File: src/rtl/irq_pkg.sv
// Shared types and constants for the external interrupt controller.
package irq_pkg;

    typedef enum logic [1:0] {
        IDLE      = 2'd0,
        REQ       = 2'd1,
        HANDSHAKE = 2'd2,
        SERVICE   = 2'd3
    } irq_state_t;

    localparam logic [7:0] SPUR_MAX        = 8'hFF;
    localparam logic [3:0] EXT_IRQ_ESTATUS = 4'b0001;

endpackage

File: src/rtl/irq_prio_pick.sv
// Combinational winner search over eligible sources, starting at index `start`
// and wrapping; start tied to 0 gives plain lowest-index priority.
module irq_prio_pick #(
    parameter int unsigned N_SRC = 4,
    parameter int unsigned ID_W  = $clog2(N_SRC)
) (
    input  logic [N_SRC-1:0] eligible,
    input  logic [ID_W-1:0]  start,
    output logic [ID_W-1:0]  winner,
    output logic             valid
);

    // First pass covers [start, N_SRC), second pass wraps to [0, start).
    always_comb begin
        winner = '0;
        valid  = 1'b0;
        for (int i = 0; i < int'(N_SRC); i++) begin
            if (!valid && eligible[i] && (ID_W'(i) >= start)) begin
                winner = ID_W'(i);
                valid  = 1'b1;
            end
        end
        for (int i = 0; i < int'(N_SRC); i++) begin
            if (!valid && eligible[i]) begin
                winner = ID_W'(i);
                valid  = 1'b1;
            end
        end
    end

endmodule

File: src/rtl/irq_ctrl.sv
// External interrupt controller: arbitration, core/source handshakes, ERET unmask.
// Define IRQ_RR_EN for round-robin arbitration; default is fixed priority.
module irq_ctrl
    import irq_pkg::*;
#(
    parameter int unsigned N_SRC       = 4,
    parameter int unsigned ACK_TIMEOUT = 16,
    parameter int unsigned ID_W        = $clog2(N_SRC)
) (
    input  logic             clk,
    input  logic             reset,
    input  logic [N_SRC-1:0] irq_req,
    input  logic [N_SRC-1:0] irq_mask,
    input  logic             ExtIAck,
    input  logic             ERet,
    output logic             ExtIRQ,
    output logic [N_SRC-1:0] irq_ack,
    output logic [ID_W-1:0]  irq_id,
    output logic             busy,
    output logic             in_service,
    output logic             ack_timeout,
    output logic [7:0]       spurious_cnt
);

    localparam int unsigned      CNT_W    = $clog2(ACK_TIMEOUT + 1);
    localparam logic [CNT_W-1:0] CNT_LAST = CNT_W'(ACK_TIMEOUT - 1);
    localparam logic [N_SRC-1:0] ONE_HOT0 = N_SRC'(1);

    irq_state_t       state_q, state_d;
    logic [ID_W-1:0]  irq_id_q, irq_id_d;
    logic [CNT_W-1:0] cnt_q, cnt_d;
    logic [7:0]       spur_q, spur_d;
    logic             ack_to_q, ack_to_d;
    logic             eret_seen_q, eret_seen_d;
    logic             ext_irq_q, ext_irq_d;
    logic [N_SRC-1:0] irq_ack_q, irq_ack_d;
    logic             busy_q, busy_d;
    logic             in_service_q, in_service_d;

    logic [N_SRC-1:0] eligible;
    logic [ID_W-1:0]  start_ptr;
    logic [ID_W-1:0]  pick_id;
    logic             pick_valid;
    logic             req_held;

    assign eligible = irq_req & irq_mask;
    assign req_held = irq_req[irq_id_q];

`ifdef IRQ_RR_EN
    logic [ID_W-1:0] rr_ptr_q, rr_ptr_d;

    // Rotate only when a grant is actually taken by the core.
    always_comb begin
        rr_ptr_d = rr_ptr_q;
        if (state_q == REQ && ExtIAck) begin
            rr_ptr_d = (irq_id_q == ID_W'(N_SRC - 1)) ? '0 : irq_id_q + ID_W'(1);
        end
    end

    always_ff @(posedge clk) begin
        if (reset) rr_ptr_q <= '0;
        else       rr_ptr_q <= rr_ptr_d;
    end

    assign start_ptr = rr_ptr_q;
`else
    assign start_ptr = '0;
`endif

    irq_prio_pick #(
        .N_SRC (N_SRC),
        .ID_W  (ID_W)
    ) u_pick (
        .eligible (eligible),
        .start    (start_ptr),
        .winner   (pick_id),
        .valid    (pick_valid)
    );

    always_comb begin
        state_d     = state_q;
        irq_id_d    = irq_id_q;
        cnt_d       = cnt_q;
        spur_d      = spur_q;
        ack_to_d    = ack_to_q;
        eret_seen_d = eret_seen_q;
        case (state_q)
            IDLE: begin
                if (pick_valid) begin
                    state_d  = REQ;
                    irq_id_d = pick_id;
                end
            end
            REQ: begin
                // The core's acknowledge beats a same-cycle withdrawal.
                if (ExtIAck) begin
                    state_d     = HANDSHAKE;
                    cnt_d       = '0;
                    eret_seen_d = 1'b0;
                end else if (!req_held) begin
                    state_d = IDLE;
                    if (spur_q != SPUR_MAX) spur_d = spur_q + 8'd1;
                end
            end
            HANDSHAKE: begin
                eret_seen_d = eret_seen_q | ERet;
                cnt_d       = cnt_q + CNT_W'(1);
                if (!req_held || cnt_q == CNT_LAST) begin
                    if (req_held) ack_to_d = 1'b1;
                    // An ERET already executed means there is nothing left to service.
                    state_d = (eret_seen_q || ERet) ? IDLE : SERVICE;
                end
            end
            SERVICE: begin
                if (ERet) state_d = IDLE;
            end
            default: state_d = IDLE;
        endcase

        ext_irq_d    = (state_d == REQ);
        irq_ack_d    = (state_d == HANDSHAKE) ? (ONE_HOT0 << irq_id_d) : '0;
        busy_d       = (state_d != IDLE);
        in_service_d = (state_d == SERVICE);
    end

    always_ff @(posedge clk) begin
        if (reset) begin
            state_q      <= IDLE;
            irq_id_q     <= '0;
            cnt_q        <= '0;
            spur_q       <= '0;
            ack_to_q     <= 1'b0;
            eret_seen_q  <= 1'b0;
            ext_irq_q    <= 1'b0;
            irq_ack_q    <= '0;
            busy_q       <= 1'b0;
            in_service_q <= 1'b0;
        end else begin
            state_q      <= state_d;
            irq_id_q     <= irq_id_d;
            cnt_q        <= cnt_d;
            spur_q       <= spur_d;
            ack_to_q     <= ack_to_d;
            eret_seen_q  <= eret_seen_d;
            ext_irq_q    <= ext_irq_d;
            irq_ack_q    <= irq_ack_d;
            busy_q       <= busy_d;
            in_service_q <= in_service_d;
        end
    end

    assign ExtIRQ       = ext_irq_q;
    assign irq_ack      = irq_ack_q;
    assign irq_id       = irq_id_q;
    assign busy         = busy_q;
    assign in_service   = in_service_q;
    assign ack_timeout  = ack_to_q;
    assign spurious_cnt = spur_q;

endmodule

File: config.mk
export PLATFORM = sky130hd
export DESIGN_NAME = irq_ctrl
export DESIGN_NICKNAME = d
export VERILOG_FILES = /design/src/rtl/irq_pkg.sv /design/src/rtl/irq_prio_pick.sv /design/src/rtl/irq_ctrl.sv
export SDC_FILE = /design/constraint.sdc
export NUM_CORES = 1
export LEC_CHECK = 0
export CELL_PAD_IN_SITES_DETAIL_PLACEMENT = 0
export CELL_PAD_IN_SITES_GLOBAL_PLACEMENT = 1
export CORE_MARGIN = 3
export CORE_UTILIZATION = 26
export DETAILED_ROUTE_END_ITERATION = 8
export MAX_ROUTING_LAYER = met4
export PLACE_DENSITY_LB_ADDON = 0.12
export SLEW_MARGIN = 20
export SYNTH_ARGS = -nofsm -noshare
export SYNTH_HDL_FRONTEND = slang
export SYNTH_HIERARCHICAL = 1
export SYNTH_SLANG_ARGS = --single-unit
File: constraint.sdc
create_clock -name clk -period 2.5 [get_ports clk]
set_input_delay 0.375 -clock clk [delete_from_list [all_inputs] [get_ports clk]]
set_output_delay 0.375 -clock clk [all_outputs]
set_load 0.03 [all_outputs]
# Word-level counts from Yosys, hierarchy flattened
# Index checks and enable logic that the tools add are counted.
word_totals:
  inputBits: 12
  register_bits: 26
  word_cells: 82
  output_inout_bits: 18
op_classes:
  add_sub_neg: 2
  bitwise: 5
  mux: 30
  magnitude_cmp: 1
  n_eq_ne: 9
  n_shift: 1
  n_reduce_logical: 24
ops:
  columns: ["cell", "n"]
  rows:
  - ["2-to-1 mux 2 bit", 14]
  - ["2-to-1 mux 1 bit", 11]
  - ["case mux 5 bit (2 select lines)", 1]
  - ["adder 8 x 1 -> 8 bit (second input constant)", 1]
  - ["== test 2 bit (second input constant)", 4]
  - ["zero test 1 bit", 8]
  - ["!= test 8 bit (second input constant)", 1]
  - ["case mux 2 bit (4 select lines)", 1]
  - ["logical AND 1 bit", 7]
  - ["adder 5 x 1 -> 5 bit (second input constant)", 1]
  - ["== test 5 x 4 -> 1 bit (second input constant)", 1]
  - ["2-to-1 mux 5 bit", 1]
  - ["bitwise AND 4 bit", 1]
  - ["== test 2 x 1 -> 1 bit (second input constant)", 2]
  - ["AND reduction 4 bit", 1]
  - ["nonzero test 2 bit", 2]
  - ["<< shifter 1 x 2 -> 4 bit (first input constant)", 1]
  - ["less-than comparator 2 x 3 -> 1 bit (second input constant)", 1]
  - ["inverter 1 bit", 3]
  - ["AND reduction 3 bit", 1]
  - ["binary-select mux 1 bit (select 2 bit)", 1]
  - ["zero test 2 bit", 1]
  - ["logical OR 1 bit", 2]
  - ["!= test 2 bit (second input constant)", 1]
  - ["other kinds (4)", 4]

# Longest topological paths before layout
logic_depth:
  ltp_word: 28
  depth_mapped: 7

# Cells and area by module
# Netlist, hierarchy kept.
by_module_without_submodules:
  columns: ["module", "cells_per_inst", "area_per_inst_um2", "n_inst", "seq_area_each_um2"]
  rows:
  - ["irq_ctrl", 130, 1177.4, 1, 520.5]
  - ["irq_prio_pick", 12, 73.8, 1, 0.0]

# Worst setup path after synthesis
# Ideal clock, no wire load.
synth_path:
  kind: "register to register"
  start: "register irq_id_q[0], in the netlist irq_id[0]"
  end: "register spur_q[4], in the netlist spurious_cnt[4]"
  path_slack_ns: 0.409
  setup_ns: 0.071
  path_stages_with_launch: 6
  arrival_time_ns: 2.021
  required_ns: 2.429
  path_cell_list: "dfxtp_1 mux4_2 a211o_1 buf_6 or3_1 a21oi_1"
synth_via:
  elab_chain_cells: 4
synth_lines:
  columns: ["element", "line_no", "rtl"]
  rows:
  - ["start: declaration", "irq_ctrl.sv:30", "logic [ID_W-1:0] irq_id_q, irq_id_d;"]
  - ["start signal: assignment", "irq_ctrl.sv:140", "irq_id_q <= irq_id_d;"]
  - ["binary-select mux 1 bit (select 2 bit)", "irq_ctrl.sv:47", "assign req_held = irq_req[irq_id_q];"]
  - ["2-to-1 mux 1 bit (not written as such)", "irq_ctrl.sv:47", null]
  - ["inverter 1 bit (no line)", null, null]
  - ["AND reduction 4 bit (no line)", null, null]
  - ["end signal: assignment", "irq_ctrl.sv:142", "spur_q <= spur_d;"]
  - ["end: declaration", "irq_ctrl.sv:32", "logic [7:0] spur_q, spur_d;"]
# No other way between the ends. The select of a mux whose other input is x is not followed.
# A chain may end at the register's enable or synchronous reset.

# Final worst setup path
layout_path:
  start: "input port irq_req[1]"
  end: "register irq_ack_q[1], in the netlist irq_ack[1]"
layout_via:
  elab_chain_cells: 26
  word_cells_on_any_way: 43
  classes_between: "eq/ne (1); shift (1); mux (23); bitwise (2); reduce/logical (16)"
layout_lines:
  columns: ["element", "line_no", "rtl"]
  rows:
  - ["start: declaration", "irq_ctrl.sv:12", "input logic [N_SRC-1:0] irq_req,"]
  - ["bitwise AND 4 bit *", "irq_ctrl.sv:46", "assign eligible = irq_req & irq_mask;"]
  - ["named net eligible[1]", "irq_ctrl.sv:40", "logic [N_SRC-1:0] eligible;"]
  - ["logical AND 1 bit", "irq_prio_pick.sv:18", "if (!valid && eligible[i] && (ID_W'(i) >= start)) begin"]
  - ["2-to-1 mux 1 bit", "irq_prio_pick.sv:18", null]
  - ["zero test 1 bit", "irq_prio_pick.sv:18", null]
  - ["logical AND 1 bit", "irq_prio_pick.sv:18", null]
  - ["2-to-1 mux 1 bit", "irq_prio_pick.sv:18", null]
  - ["zero test 1 bit", "irq_prio_pick.sv:18", null]
  - ["(+12 left out)", null, null]
  - ["logical AND 1 bit", "irq_prio_pick.sv:24", "if (!valid && eligible[i]) begin"]
  - ["2-to-1 mux 1 bit *", "irq_prio_pick.sv:24", null]
  - ["named net pick_valid", "irq_ctrl.sv:43", "logic pick_valid;"]
  - ["2-to-1 mux 2 bit", "irq_ctrl.sv:89", "if (pick_valid) begin"]
  - ["case mux 2 bit (4 select lines)", "irq_ctrl.sv:87", "case (state_q)"]
  - ["== test 2 bit", "irq_ctrl.sv:121", "irq_ack_d = (state_d == HANDSHAKE) ? (ONE_HOT0 << irq_id_d) : '0;"]
  - ["inverter 1 bit (no line)", null, null]
  - ["OR reduction 2 bit (no line)", null, null]
  - ["end signal: assignment", "irq_ctrl.sv:146", "irq_ack_q <= irq_ack_d;"]
  - ["end: declaration", "irq_ctrl.sv:36", "logic [N_SRC-1:0] irq_ack_q, irq_ack_d;"]
# The timed path passes the listed nets; every way through them passes the cells marked *. The select of a mux whose other input is x is not followed.

==> results by group <==
Status
  • Outcome: finished clean

STA
  • Skew final: between 5 and 6 ps
  • Final TNS setup: 0 ps
  • Fmax: between 400 and 500 MHz
  • Hold Fails Final Rpt: 0
  • RSZ-0062 raised after global routing: no
  • Tcrit/Tclk final: 0.8905
  • Pins over their slew limit: 0
  • Hold Worst Slack: roughly 500 ps
  • Final setup viols: 0
  • Shortest period the worst path allows: 2226 ps

Detailed routing
  • Post-DR wirelength/cell: 12.67 um
  • First drt pass iteration count: 4
  • Vias post-DR: about 1200
  • DRT Wirelength: 2989 um
  • Post-route DRC: 0
  • Starting DRT DRC Count: 60
  • Post-DRT Antenna Nets: 0
  • Via density: 4.890

Logic synthesis
  • Sequential share of the synthesized area: 0.4160
  • Mapped Avg Cell Area: 8.811 um2
  • Top_reg_cell synth: dfxtp_1
  • Distinct cells, synth: 43
  • Asr flop ratio synth: 0
  • Synthesized flop and latch total: 26
  • Synthesized cell area: 0.001251 mm2
  • Synth warn: 6
  • Mapped Cells: 142
  • Post-synth EDFFs: 0

Die
  • Core area: between 0.004 and 0.005 mm2
  • Die footprint: 0.005681 mm2
  • # IOs: 30
  • Die X: 75.37 um
  • Die height: 75.37 um
  • Initial Util: 0.2778
  • Rows: 24

Final layout
  • Commonest non-fill, non-tap cells in the layout: clkdlybuf4s50_1, dfxtp_1, nor2_1
  • Layout area overhead: 38.60%
  • Layout fillers: 467
  • Commonest non-fill, non-tap cell in the layout: clkdlybuf4s50_1
  • ANT cells: 0
  • Nets: 200
  • Layout cells sized above 1: 0.08696

Global route
  • Gr ovfl total: 0
  • Vias in the first global route: 1081
  • Pin count of the biggest net entering global routing: 16
  • GRT Total Usage: 0.1149
  • Initial antenna violation count: 0
  • First-pass GRT wire length: ~4900 um

Setup path
  • Worst EP required: between 2000 and 3000 ps
  • Worst Setup SP: irq_req[1]
  • Buffer and inverter count on the worst path: 1
  • R2R depth: 4
  • Slowest CP cell: or4_1
  • Max FO, Critical Path: 4
  • RR Startpoint: irq_id[0]
  • CP Capture Type: flop
  • Crit Path Class: in -> reg
  • Crit path cell chain: clkdlybuf4s50_1, and2_1, or4_1, nor3b_1, a221oi_1, nand2_1, nor4b_1
  • Crit path max-delay family: simple AND/OR/NAND/NOR gates
  • CP Launch Type: primary input
  • Critical path depth in cells: 7
  • Max incr delay on CP: 510 ps
  • CP arrival: 2400 ps

Min path
  • Min-delay src: cnt_q[3]
  • Worst min path class: reg -> reg
  • WHS Path Cells: 2

Placement
  • Port Buffers: 29
  • DP HPWL: 2317 um
  • GP Congestion: 0.7770

Power
  • Tot Pwr: 1.001 mW
  • Pwr Density: 577.2 mW/mm2
  • VDD IR max: 0.1999 mV
  • Leak pwr: 0.6428 nW

Clock tree
  • Clock Sinks: 26
  • Hold-fix buffers, CTS: 0
  • Worst-Skew Late Latency: 270 ps
  • Post_cts resized: 0
  • Clock tree from TritonCTS: built
  • Root Driver: clkbuf_8
  • Postcts setup bufs: 0
  • Clock-pin slew on the worst setup and hold paths: 90 ps
  • Worst-case clock buffer depth: 2
  • Htree depth: 1
  • Cts bufs inserted: 3

Run
  • Total of max-cap violations: 0
[worst min-delay path: stages (launching register included)]
cell and delay, ps:
dfxtp_1 330, o221ai_1 70, a21oi_1 60
[kinds of logic (layout without fill, tap and decap cells)]
family	after synthesis	count (layout)	synth area share
AND/OR/NAND/NOR	58	58	0.2620
AO/OA/AOI/OAI	33	33	0.1670
flip-flops	26	26	0.4160
buffers and inverters	12	48	0.04200
multiplexers	7	7	0.06600
adder cells (fa/ha/maj)	3	3	0.03000
XOR/XNOR	2	2	0.01400
other	1	7	0.002997
[flip-flops by register name, summed over array words and instances (netlist names)]
name	flops
spurious_cnt	8
eret_seen_q	1
ExtIRQ	1
ack_timeout	1
cnt_q	5
state_q	2
irq_id	2
irq_ack	4
busy	1
in_service	1
[synthesized netlist by cell type (3+ instances only)]
cell	instances	share of area
ha_1	3	0.030
clkbuf_1	4	0.012
and2_1	5	0.025
nor4b_1	3	0.021
inv_1	7	0.021
nand2_1	8	0.024
or4_1	3	0.018
or3_1	4	0.020
dfxtp_1	26	0.42
o21ai_0	6	0.024
nor3_1	3	0.012
nor2_1	13	0.039
nor2b_1	5	0.025
nor3b_1	3	0.018
a21oi_1	11	0.044
mux2i_1	6	0.048
[per-layer routing]
metal,up-vias,global-route usage,share of wire
li1,590,-,-
met1,544,0.1449,0.46
met2,18,0.1850,0.50
met3,2,0.01979,0.033
met4,0,0.04078,0.0050
met5,-,-,0
[report_power, final]
part / total, mW / switching (mW) / internal, mW
sequential: 0.446 / 0.0119 / 0.434
clock: 0.348 / 0.134 / 0.214
combinational: 0.207 / 0.114 / 0.0936
total: 1.00 / 0.260 / 0.741
[path summary, 6_finish.rpt]
check / to / slack (ps)
max: irq_ack[1] / 270
min: cnt_q[3] / 490
max reg2reg: spurious_cnt[7] / 490
min reg2reg: cnt_q[3] / 490
[cell type report]
cell class | count | area (um2) | area share
Sequential cell | 26 | 520.5 | 0.3001
Clock buffer | 3 | 41.29 | 0.02381
Timing Repair Buffer | 37 | 350.3 | 0.2020
Inverter | 7 | 26.28 | 0.01515
Tap cell | 52 | 65.06 | 0.03752
Clock inverter | 1 | 30.03 | 0.01732
Multi-Input combinational cell | 110 | 700.7 | 0.4040
[metrics by stage]
step / setup slack, ps / instances / util / cell area [um2]
2_1_floorplan: 408.9 / 148 / - / 1274
3_3_place_gp: 71.07 / 232 / 0.3692 / 1663
3_5_place_dp: 10.70 / 232 / 0.3692 / 1663
4_1_cts: 280.1 / 236 / 0.3850 / 1734
5_1_grt: 86.41 / 236 / 0.3850 / 1734
6_report: 273.9 / 236 / 0.3850 / 1734
Note: power is estimated with default switching activity, not from simulation.
